**src/rtl/print_arbiter.sv**
```systemverilog
// print_arbiter: round-robin sharing of one printer port among
// N_REQ byte requesters, with strobe/ready handshake and stall timeout.
module print_arbiter #(
  parameter int N_REQ   = 4,
  parameter int TIMEOUT = 1024
) (
  input  logic                     clk,
  input  logic                     rst_n,
  input  logic [N_REQ-1:0]         req,
  input  logic [8*N_REQ-1:0]       req_data,
  output logic [N_REQ-1:0]         ack,
  input  logic                     print_ready,
  output logic [7:0]               print_data,
  output logic                     pulse_request,
  output logic                     busy,
  output logic [$clog2(N_REQ)-1:0] cur_id,
  input  logic                     err_clr,
  output logic                     err_pulse,
  output logic                     err_sticky
);

  localparam int IW = $clog2(N_REQ);
  localparam int TW = $clog2(TIMEOUT);
  localparam logic [TW-1:0] TMAX = TW'(TIMEOUT - 1);

  typedef enum logic [1:0] {
    IDLE,
    STROBE,
    WAIT_LOW,
    WAIT_HIGH
  } state_t;

  state_t           r_state;
  logic [N_REQ-1:0] r_ack;
  logic             r_pulse;
  logic [7:0]       r_data;
  logic             r_busy;
  logic [IW-1:0]    r_cur_id;
  logic [TW-1:0]    r_timer;
  logic             r_err_pulse;
  logic             r_err_sticky;

  logic [N_REQ-1:0] w_hi;
  logic [N_REQ-1:0] w_cand;
  logic [N_REQ-1:0] w_oh;
  logic [IW-1:0]    w_idx  [N_REQ+1];
  logic [7:0]       w_byte [N_REQ+1];
  logic             w_grant;
  logic             w_tmax;

  // Prefer requesters above cur_id; otherwise wrap to the lowest set bit.
  assign w_cand    = (|w_hi) ? w_hi : req;
  assign w_idx[0]  = '0;
  assign w_byte[0] = 8'h00;

  genvar i;
  generate
    for (i = 0; i < N_REQ; i++) begin : g_sel
      if (i == 0) begin : g_first
        assign w_hi[i] = 1'b0;
        assign w_oh[i] = w_cand[i];
      end else begin : g_rest
        assign w_hi[i] = req[i] & (r_cur_id < IW'(i));
        assign w_oh[i] = w_cand[i] & ~|w_cand[i-1:0];
      end
      assign w_idx[i+1] =
        w_idx[i] | (w_oh[i] ? IW'(i) : '0);
      assign w_byte[i+1] =
        w_byte[i] | (w_oh[i] ? req_data[8*i +: 8] : 8'h00);
    end
  endgenerate

  assign w_grant = (|req) & print_ready;
  assign w_tmax  = (r_timer == TMAX);

  always_ff @(posedge clk) begin
    if (!rst_n) begin
      r_state      <= IDLE;
      r_ack        <= '0;
      r_pulse      <= 1'b0;
      r_data       <= 8'h00;
      r_busy       <= 1'b0;
      r_cur_id     <= IW'(N_REQ - 1);
      r_timer      <= '0;
      r_err_pulse  <= 1'b0;
      r_err_sticky <= 1'b0;
    end else begin
      r_err_pulse <= 1'b0;
      if (err_clr) r_err_sticky <= 1'b0;
      unique case (r_state)
        IDLE: begin
          if (w_grant) begin
            r_data   <= w_byte[N_REQ];
            r_ack    <= w_oh;
            r_pulse  <= 1'b1;
            r_cur_id <= w_idx[N_REQ];
            r_busy   <= 1'b1;
            r_state  <= STROBE;
          end
        end
        STROBE: begin
          r_pulse <= 1'b0;
          r_ack   <= '0;
          r_timer <= '0;
          r_state <= WAIT_LOW;
        end
        WAIT_LOW: begin
          if (!print_ready) begin
            r_timer <= '0;
            r_state <= WAIT_HIGH;
          end else if (w_tmax) begin
            r_err_pulse  <= 1'b1;
            r_err_sticky <= 1'b1;
            r_timer      <= '0;
            r_busy       <= 1'b0;
            r_state      <= IDLE;
          end else begin
            r_timer <= r_timer + 1'b1;
          end
        end
        WAIT_HIGH: begin
          if (print_ready) begin
            r_busy  <= 1'b0;
            r_state <= IDLE;
          end else if (w_tmax) begin
            r_err_pulse  <= 1'b1;
            r_err_sticky <= 1'b1;
            r_timer      <= '0;
            r_busy       <= 1'b0;
            r_state      <= IDLE;
          end else begin
            r_timer <= r_timer + 1'b1;
          end
        end
        default: begin
          r_busy  <= 1'b0;
          r_state <= IDLE;
        end
      endcase
    end
  end

  assign ack           = r_ack;
  assign pulse_request = r_pulse;
  assign print_data    = r_data;
  assign busy          = r_busy;
  assign cur_id        = r_cur_id;
  assign err_pulse     = r_err_pulse;
  assign err_sticky    = r_err_sticky;

endmodule

```
**config.mk**
```make
export PLATFORM = sky130hd
export DESIGN_NAME = print_arbiter
export DESIGN_NICKNAME = d
export VERILOG_FILES = /design/src/rtl/print_arbiter.sv
export SDC_FILE = /design/constraint.sdc
export NUM_CORES = 1
export LEC_CHECK = 0
export ABC_AREA = 1
export CORE_AREA = 4 4 65 67
export CTS_BUF_LIST = sky130_fd_sc_hd__clkbuf_4 sky130_fd_sc_hd__clkbuf_8 sky130_fd_sc_hd__clkbuf_16
export DETAILED_ROUTE_END_ITERATION = 8
export DIE_AREA = 0 0 69 71
export GPL_TIMING_DRIVEN = 0
export HOLD_SLACK_MARGIN = 0.03
export PLACE_DENSITY = 0.81
export SYNTH_ARGS = -nofsm -noshare
export SYNTH_HDL_FRONTEND = slang
export SYNTH_SLANG_ARGS = --single-unit
```
**constraint.sdc**
```tcl
create_clock -name clk -period 3.8 [get_ports clk]
set_clock_uncertainty 0.15 [all_clocks]
set_input_delay 0.76 -clock clk [delete_from_list [all_inputs] [get_ports clk]]
set_output_delay 0.76 -clock clk [all_outputs]
set_load 0.005 [all_outputs]
```
# Yosys cells after proc, flatten, opt, wreduce, memory -nomap -nowiden
# Cells that the tools add are included.
dict set report classes {
  addsub 1
  mux 34
  n_lt_le_gt_ge 3
  n_reduce_logical 15
  bitwise_logic 12
  n_eq_ne 7
}
# cell n
set ops {}
lappend ops {{$mux W8} 4}
lappend ops {{$mux W10} 3}
lappend ops {{$pmux W10 S3} 1}
lappend ops {{$or A8 B8 Y8} 3}
lappend ops {{$mux W1} 12}
lappend ops {{$mux W2} 6}
lappend ops {{$add A10 B1 Y10 const B} 1}
lappend ops {{$eq A10 B10 Y1 const B} 1}
lappend ops {{$mux W4} 2}
lappend ops {{$pmux W2 S4} 1}
lappend ops {{$pmux W4 S2} 1}
lappend ops {{$and A1 B1 Y1} 7}
lappend ops {{$ne A2 B2 Y1 const B} 3}
lappend ops {{$pmux W1 S2} 3}
lappend ops {{$reduce_and A2 Y1} 3}
lappend ops {{$reduce_bool A3 Y1} 2}
lappend ops {{$reduce_or A3 Y1} 2}
lappend ops {{$eq A2 B2 Y1 const B} 2}
lappend ops {{$lt A2 B2 Y1 const B} 2}
lappend ops {{$reduce_or A4 Y1} 1}
lappend ops {{$logic_not A1 Y1} 3}
lappend ops {{$pmux W1 S3} 1}
lappend ops {{$reduce_and A3 Y1} 1}
lappend ops {{$eq A2 B1 Y1 const B} 1}
lappend ops {{other kinds (6)} 6}
dict set report totals {
  wordCells 81
  inputBits 40
  ff_bits 30
  out_inout_bits 18
}

# Longest topological paths before layout
# Gate-level depths: netlist of the first run.
dict set report logic_depth {
  ltp_word 10
  mapped_depth 11
  depth_no_buf 10
}

# Worst setup path after synthesis of the first run
# Ideal clock, no wire load.
dict set report synth_path {
  kind {input to register}
  start {input port print_ready}
  end {register r_timer[9]}
  path_slack_ns 1.995
  arrival_time_ns 1.535
  n_path_buf 0
  setup_ns 0.120
  cell_stages 6
  t_required_ns 3.530
  path_cell_list {a21oi_2 inv_1 nor2_1 inv_1 nor3b_1 nor3_1}
}
dict set report synth_via {
  elab_chain_cells 2
  elab_cells_between_ends 4
  classes_between {eq/ne (1); mux (2); reduce/logical (1)}
}
# element line
set synth_rtl {}
lappend synth_rtl {{from (decl)} 12} ;# input logic print_ready,
lappend synth_rtl {{$mux W10 / $ne A2 B2 Y1 (equally long branches)} -}
lappend synth_rtl {{$pmux W10 S3 / $reduce_and A2 Y1 (equally long branches)} -}
lappend synth_rtl {{to (signal assigned)} 118} ;# r_timer <= r_timer + 1'b1;
lappend synth_rtl {{to (signal assigned)} 132} ;# r_timer <= r_timer + 1'b1;
lappend synth_rtl {{to (decl)} 39} ;# logic [TW-1:0] r_timer;
# Several ways; a longest one is shown, not always the timed one.
# A chain may end at the register's enable or synchronous reset.

# Final worst setup path of the first run
# Same ends and word-level chain as after synthesis.

==> flow_summary.toml, run 1 <==
[outcome]
outcome = "finished, final reports clean"

[placement]
dp_hpwl_mm = 3.56
dp_cells = 377
numPortBuffers = 56
gp_congestion = 0.836
dp_slack_ns = 1.21

[setup_path]
setup.worst_path.end_class = "register"
ff2ff_setup_slack_ns = 1.79
max_stage_delay_ns = 0.51
cpMostUsedCell = "inv_1"
cp_max_fo = 8
cpMaxStageDelayCell = "clkdlybuf4s50_1"
r2r-end = "r_timer[9]$_SDFFE_PN0P_"
cp_top_family = "buffers and inverters"
start_kind = "input port"
critPathKind = "in -> reg"
cp.depth = 7
cp_num_buf_inv = 3
critical_path_arrival_ns = 2.31
path_cells = "clkdlybuf4s50_1 -> a21oi_2 -> inv_1 -> nor2_1 -> inv_1 -> nor3b_1 -> nor3_1"
cp.required_ns = 3.81
regToRegStartpoint = "r_state[0]$_SDFFE_PN0P_"
r2r_cells = 8

[route]
totalWireLength_mm = 4.46
dr.pass1.iters = 4
drc_errors = 0
antenna_left = 0
drt-vias-per-instance = 4.92
via_count = 1894
drt_iter0_markers = 64
wire_per_inst_um = 11.6

[finish]
stdcell_count = 385
n_antenna_cell = 0
area.growth.synth_to_final_pct = 39.8
drive_gt1_share_pct = 7.72
final_nets = 382

[grt]
grt_usage_pct = 19.2
grt_first_pass_wirelength_mm = 7.77
antenna_found_initial = 0
first_global_vias = 1885
grt_max_degree = 11
overflow = 0

[sta]
relSlewSlack_pct = 55.0
hold_viol_final = 0
setup_slack_ns = 1.50
worstMarginPinSlew_ns = 0.673
min_period_ns = 2.30
holdWs_ns = 0.313
fmax_mhz = 435
slew_violations = 0
rsz0062_at_grt = "false"
fin_setup_tns_ns = 0
fin_crit_sh_pct = 60.5
setup_viol_count_final = 0

[clocking]
post_cts_resized = 0
numClockSinks = 30
ctsHoldBuffers = 0
cts_root_buffer = "clkbuf_8"
cts_buffers = 5
clk_latency_ns = 0.28
post_cts_buffers = 0
htree_levels = 2
clk_transition_reported_paths_ns = 0.06
cts_tree = "yes"
clockBufferDepth = 2

[yosys]
synth.distinct_cells = 29
syn-num-nets = 319
ys_warn_count = 0
synth_ff_type = "dfxtp_1"
syn_inst = 273
ys_ff_latch = 30
syn_area_per_cell_sq_um = 6.59
syn-cell-area_sq_um = 1800
seq_area_frac_synth_pct = 33.4
synth_edf_count = 0
ys_async_sr_fraction_pct = 0

[flow_run]
maxCapViolations = 0

[floorplan]
fp.dieH_um = 71
dieArea_sq_um = 4900
initial_core_util_pct = 49.5
fp.dieW_um = 69
rows = 22
core_sq_um = 3630
ios = 58

[power_and_ir_drop]
total_power_mw = 1.07
peakVddDrop_mv = 0.218
leakage_nw = 1.06
p_per_area_nw_per_um2 = 424

[worst_hold_path]
whs_path_depth = 2
hold_path.class = "reg -> reg"
hold-path-endpoint = "r_timer[7]$_SDFFE_PN0P_"
min_from = "r_timer[7]$_SDFFE_PN0P_"
==> stage by stage <==
step	utilization, %	instance area, sq um
after global routing	69.2	2510
after detailed placement	66.6	2420
after floorplan	-	1800
final	69.2	2510
after CTS	69.2	2510
after global placement	66.6	2420
==> report_power, final <==
| group | switching [mW] | internal [mW] |
|---|---|---|
| clock | 0.118 | 0.153 |
| sequential | 0.0252 | 0.353 |
| combinational | 0.229 | 0.187 |
==> Yosys cell counts (4+ instances only) <==
cell      instances  area [sq um]
o211ai_1          4          30.0
nor2_1           37           139
ha_1              6          75.1
nand3_1          26           130
dfxtp_1          30           601
o21ai_0          19          95.1
nand4_1           9          56.3
a21oi_1           9          45.0
inv_1            34           128
nand2_1          65           244
==> kinds of logic (layout without fill, tap and decap cells) <==
group / Yosys count / count (layout) / share of synthesized area (%)
and+or+nand+nor: 153 / 153 / 38.9
xor gates and xnor gates: 3 / 3 / 1.46
adders and majority gates: 6 / 6 / 4.17
DFF: 30 / 30 / 33.4
AOI/OAI and AO/OA: 37 / 37 / 11.9
buffers and inverters: 44 / 108 / 10.2
==> tightest hold or removal path, delay by kind of cell (launching register included) <==
family	cells	cell delay (ns)
flip-flops	1	0.31
AND/OR/NAND/NOR	1	0.06
AO/OA/AOI/OAI	1	0.06
==> cell usage in the layout (no fill, tap or decap), drive strengths merged <==
cell and instances:
a21oi 10, nand3 28, nand2 68, a31oi 3, o21ai 20, o211ai 4
nor3b 1, dfxtp 30, buf 5, clkinv 2, nor2 40, nor3 4
nand3b 2, clkdlybuf4s50 56, nand4 10, inv 35, clkbuf 10, ha 6
xor2 3
==> how the worst max path moves through the flow <==
stage	from	to	slack [ns]
2_1_floorplan	print_ready	r_timer[9]$_SDFFE_PN0P_	1.99
3_3_place_gp	print_ready	r_timer[9]$_SDFFE_PN0P_	1.25
3_5_place_dp	print_ready	r_timer[9]$_SDFFE_PN0P_	1.21
4_1_cts	print_ready	r_timer[9]$_SDFFE_PN0P_	1.51
5_1_grt	req[3]	print_data[2]$_SDFFE_PN0P_	1.37
6_report	print_ready	r_timer[9]$_SDFFE_PN0P_	1.50
==> per-layer routing <==
layer | GRT usage, % | routed length, um
met1 | 21.0 | 1930
met2 | 35.2 | 2160
met3 | 5.11 | 274
met4 | 7.81 | 89
met5 | 0 | 0
==> registers in the layout, summed over array words and instances, names as in the netlist <==
name,flops
r_timer,10
ack,4
r_state,2
busy,1
err_pulse,1
print_data,8
err_sticky,1
pulse_request,1
cur_id,2
==> area by class of cell <==
cell class | instances | area [sq um]
flip-flops and latches | 30 | 601
multi-input cells | 199 | 1010
fillers | 343 | 1120
clock buffers | 7 | 90.1
repair buffers | 56 | 561
inverters | 36 | 135
well taps | 48 | 60.1
clock inverters | 1 | 5.00
plain buffers | 8 | 48.8
Note: power is estimated with default switching activity, not from simulation.
==> inputs of run 2 (changes only) <==
--- a/config.mk
+++ b/config.mk
@@ -6,13 +6,13 @@
 export NUM_CORES = 1
 export LEC_CHECK = 0
 export ABC_AREA = 1
-export CORE_AREA = 4 4 65 67
+export CORE_AREA = 4 4 71 73
 export CTS_BUF_LIST = sky130_fd_sc_hd__clkbuf_4 sky130_fd_sc_hd__clkbuf_8 sky130_fd_sc_hd__clkbuf_16
 export DETAILED_ROUTE_END_ITERATION = 8
-export DIE_AREA = 0 0 69 71
+export DIE_AREA = 0 0 75 77
 export GPL_TIMING_DRIVEN = 0
 export HOLD_SLACK_MARGIN = 0.03
-export PLACE_DENSITY = 0.81
+export PLACE_DENSITY = 0.72
 export SYNTH_ARGS = -nofsm -noshare
 export SYNTH_HDL_FRONTEND = slang
 export SYNTH_SLANG_ARGS = --single-unit
==> constraint.sdc (replaced) <==
create_clock -name clk -period 1.9 [get_ports clk]
set_clock_uncertainty 0.15 [all_clocks]
set_input_delay 0.38 -clock clk [delete_from_list [all_inputs] [get_ports clk]]
set_output_delay 0.38 -clock clk [all_outputs]
set_load 0.005 [all_outputs]
==> run 2 against run 1 <==
Net effect:
- critical path type unchanged
- worst setup slack got worse by 1.4 ns
- clock-buffer cell count did not move
- non-clock buffer count rose by 4
- design area rose by 2.5%
- largest power group unchanged
- register-to-register slack got worse by 1.6 ns
- largest cell class unchanged
- die area is 18% higher
==> flow_summary.toml, run 2 (synthesis gave the netlist of run 1 again) <==
[sta]
fin_crit_sh_pct = 93.4
min_period_ns = 1.77
fmax_mhz = 564
slew_violations = 0
relSlewSlack_pct = 70.8
worstMarginPinSlew_ns = 0.438
setup_slack_ns = 0.126
setup_viol_count_final = 0
hold_viol_final = 0

[placement]
dp_hpwl_mm = 3.61
gp_congestion = 0.860
numPortBuffers = 56
dp_slack_ns = -0.338

[clocking]
cts_tree = "yes"
clockBufferDepth = 2
clk_latency_ns = 0.28
htree_levels = 2
cts_root_buffer = "clkbuf_8"
numClockSinks = 30
ctsHoldBuffers = 0
cts_buffers = 5
clk_transition_reported_paths_ns = 0.06

[setup_path]
critPathKind = "in -> reg"
critical_path_arrival_ns = 1.80
cp_top_family = "buffers and inverters"
cp_num_buf_inv = 3
cpMaxStageDelayCell = "clkdlybuf4s50_1"
start_kind = "input port"
path_cells = "clkdlybuf4s50_1 -> inv_1 -> nand4_1 -> nand2_1 -> nor2_2 -> buf_4 -> nand2_1 -> nor2_1 -> nor2_1"
setup.worst_path.end_class = "register"
cp.required_ns = 1.93
cp_max_fo = 10
max_stage_delay_ns = 0.54

[finish]
drive_gt1_share_pct = 10.6
layout_common_cells = "nand2_1, clkdlybuf4s50_1, nor2_1, inv_1, dfxtp_1"
layout_commonest_cell = "nand2_1"
largest_register = "r_timer"
fill_cells = 420
n_antenna_cell = 0
final_nets = 386
largest_reg_flops = 10
fin_util_pct = 59.2
area.growth.synth_to_final_pct = 43.3

[power_and_ir_drop]
p_per_area_nw_per_um2 = 847
leakage_nw = 1.08
total_power_mw = 2.18
peakVddDrop_mv = 0.425

[grt]
first_global_vias = 1731
grt.busiest_layer = "met2"
grt_max_degree = 11
grt_first_pass_wirelength_mm = 7.64
antenna_found_initial = 0
grt_use_met1_pct = 18.9
met3_usage_pct = 6.27
grt_usage_pct = 16.8
grtUsageMet2_pct = 29.2
overflow = 0

[route]
wire_per_inst_um = 11.7
drt_iter0_markers = 42
drt-vias-per-instance = 4.83
drc_errors = 0
antenna_left = 0
dr.pass1.iters = 4
totalWireLength_mm = 4.60
via_count = 1892

[floorplan]
fp.dieH_um = 77
fp.dieW_um = 75
ios = 58
rows = 24
dieArea_sq_um = 5780
initial_core_util_pct = 41.3
core_sq_um = 4350

[outcome]
outcome = "finished, final reports clean"

[worst_hold_path]
hold_path.class = "reg -> reg"

[flow_run]
maxCapViolations = 0
## run 2: changes by cell type in the layout (fill, tap and decap cells not counted), moves of 2 or more
cell,previous run,this run
buf_2,3,1
nor2_1,37,34
clkbuf_4,1,3
buf_4,0,5
nor2_2,2,4
## run 2: where the power goes
group	internal [mW]	leakage, nW	switching, mW
registers	0.708	0.245	0.0522
logic	0.427	0.785	0.487
clock network	0.280	0.0452	0.228
## run 2: final timing paths
check                                        startpoint                    endpoint  slack [ns]  cells past startpoint
worst max-delay path                             req[1]  print_data[0]$_SDFFE_PN0P_        0.13                      9
worst min-delay path            r_timer[7]$_SDFFE_PN0P_     r_timer[7]$_SDFFE_PN0P_        0.31                      2
worst max register to register  r_timer[0]$_SDFFE_PN0P_     r_timer[5]$_SDFFE_PN0P_        0.21                      8
worst min register to register  r_timer[7]$_SDFFE_PN0P_     r_timer[7]$_SDFFE_PN0P_        0.31                      2
## run 2: cell type report
class / instances / area (sq um) / share of cell area [%]
multi-input combinational: 199 / 1050 / 40.6
sequential: 30 / 602 / 23.3
timing repair buffer: 60 / 591 / 22.9
inverter: 36 / 135 / 5.24
clock buffer: 7 / 83.8 / 3.25
tap: 52 / 65.1 / 2.52
buffer: 8 / 55.1 / 2.14
## run 2: repair_timing
action                                  CTS  global route
endpoints found under the setup margin    5            21
pin swaps                                 0             1
setup buffers                             0             4
gates resized for setup                   2            13
## run 2: per-stage QoR
step	instances	hold WS [ns]	TNS [ns]	cell area [sq um]
6_report	392	0.310	0	2580
5_1_grt	392	0.335	-0.00638	2580
4_1_cts	388	0.316	0	2520
3_5_place_dp	381	0.308	-5.07	2420
3_3_place_gp	381	0.301	-4.76	2420
2_1_floorplan	273	0.291	0	1800
## run 2: worst register-to-register path, delay by kind of cell, from the launching register on
kind | cells | cell delay, ns
AND/OR/NAND/NOR | 7 | 0.86
flip-flops | 1 | 0.37
adder cells (fa/ha/maj) | 1 | 0.18
## run 2: layer usage
metal | part of all wire (%) | wire length [um]
met4 | 1.2 | 55
met3 | 7.6 | 351
met1 | 43 | 1960
met5 | 0 | 0
met2 | 49 | 2240
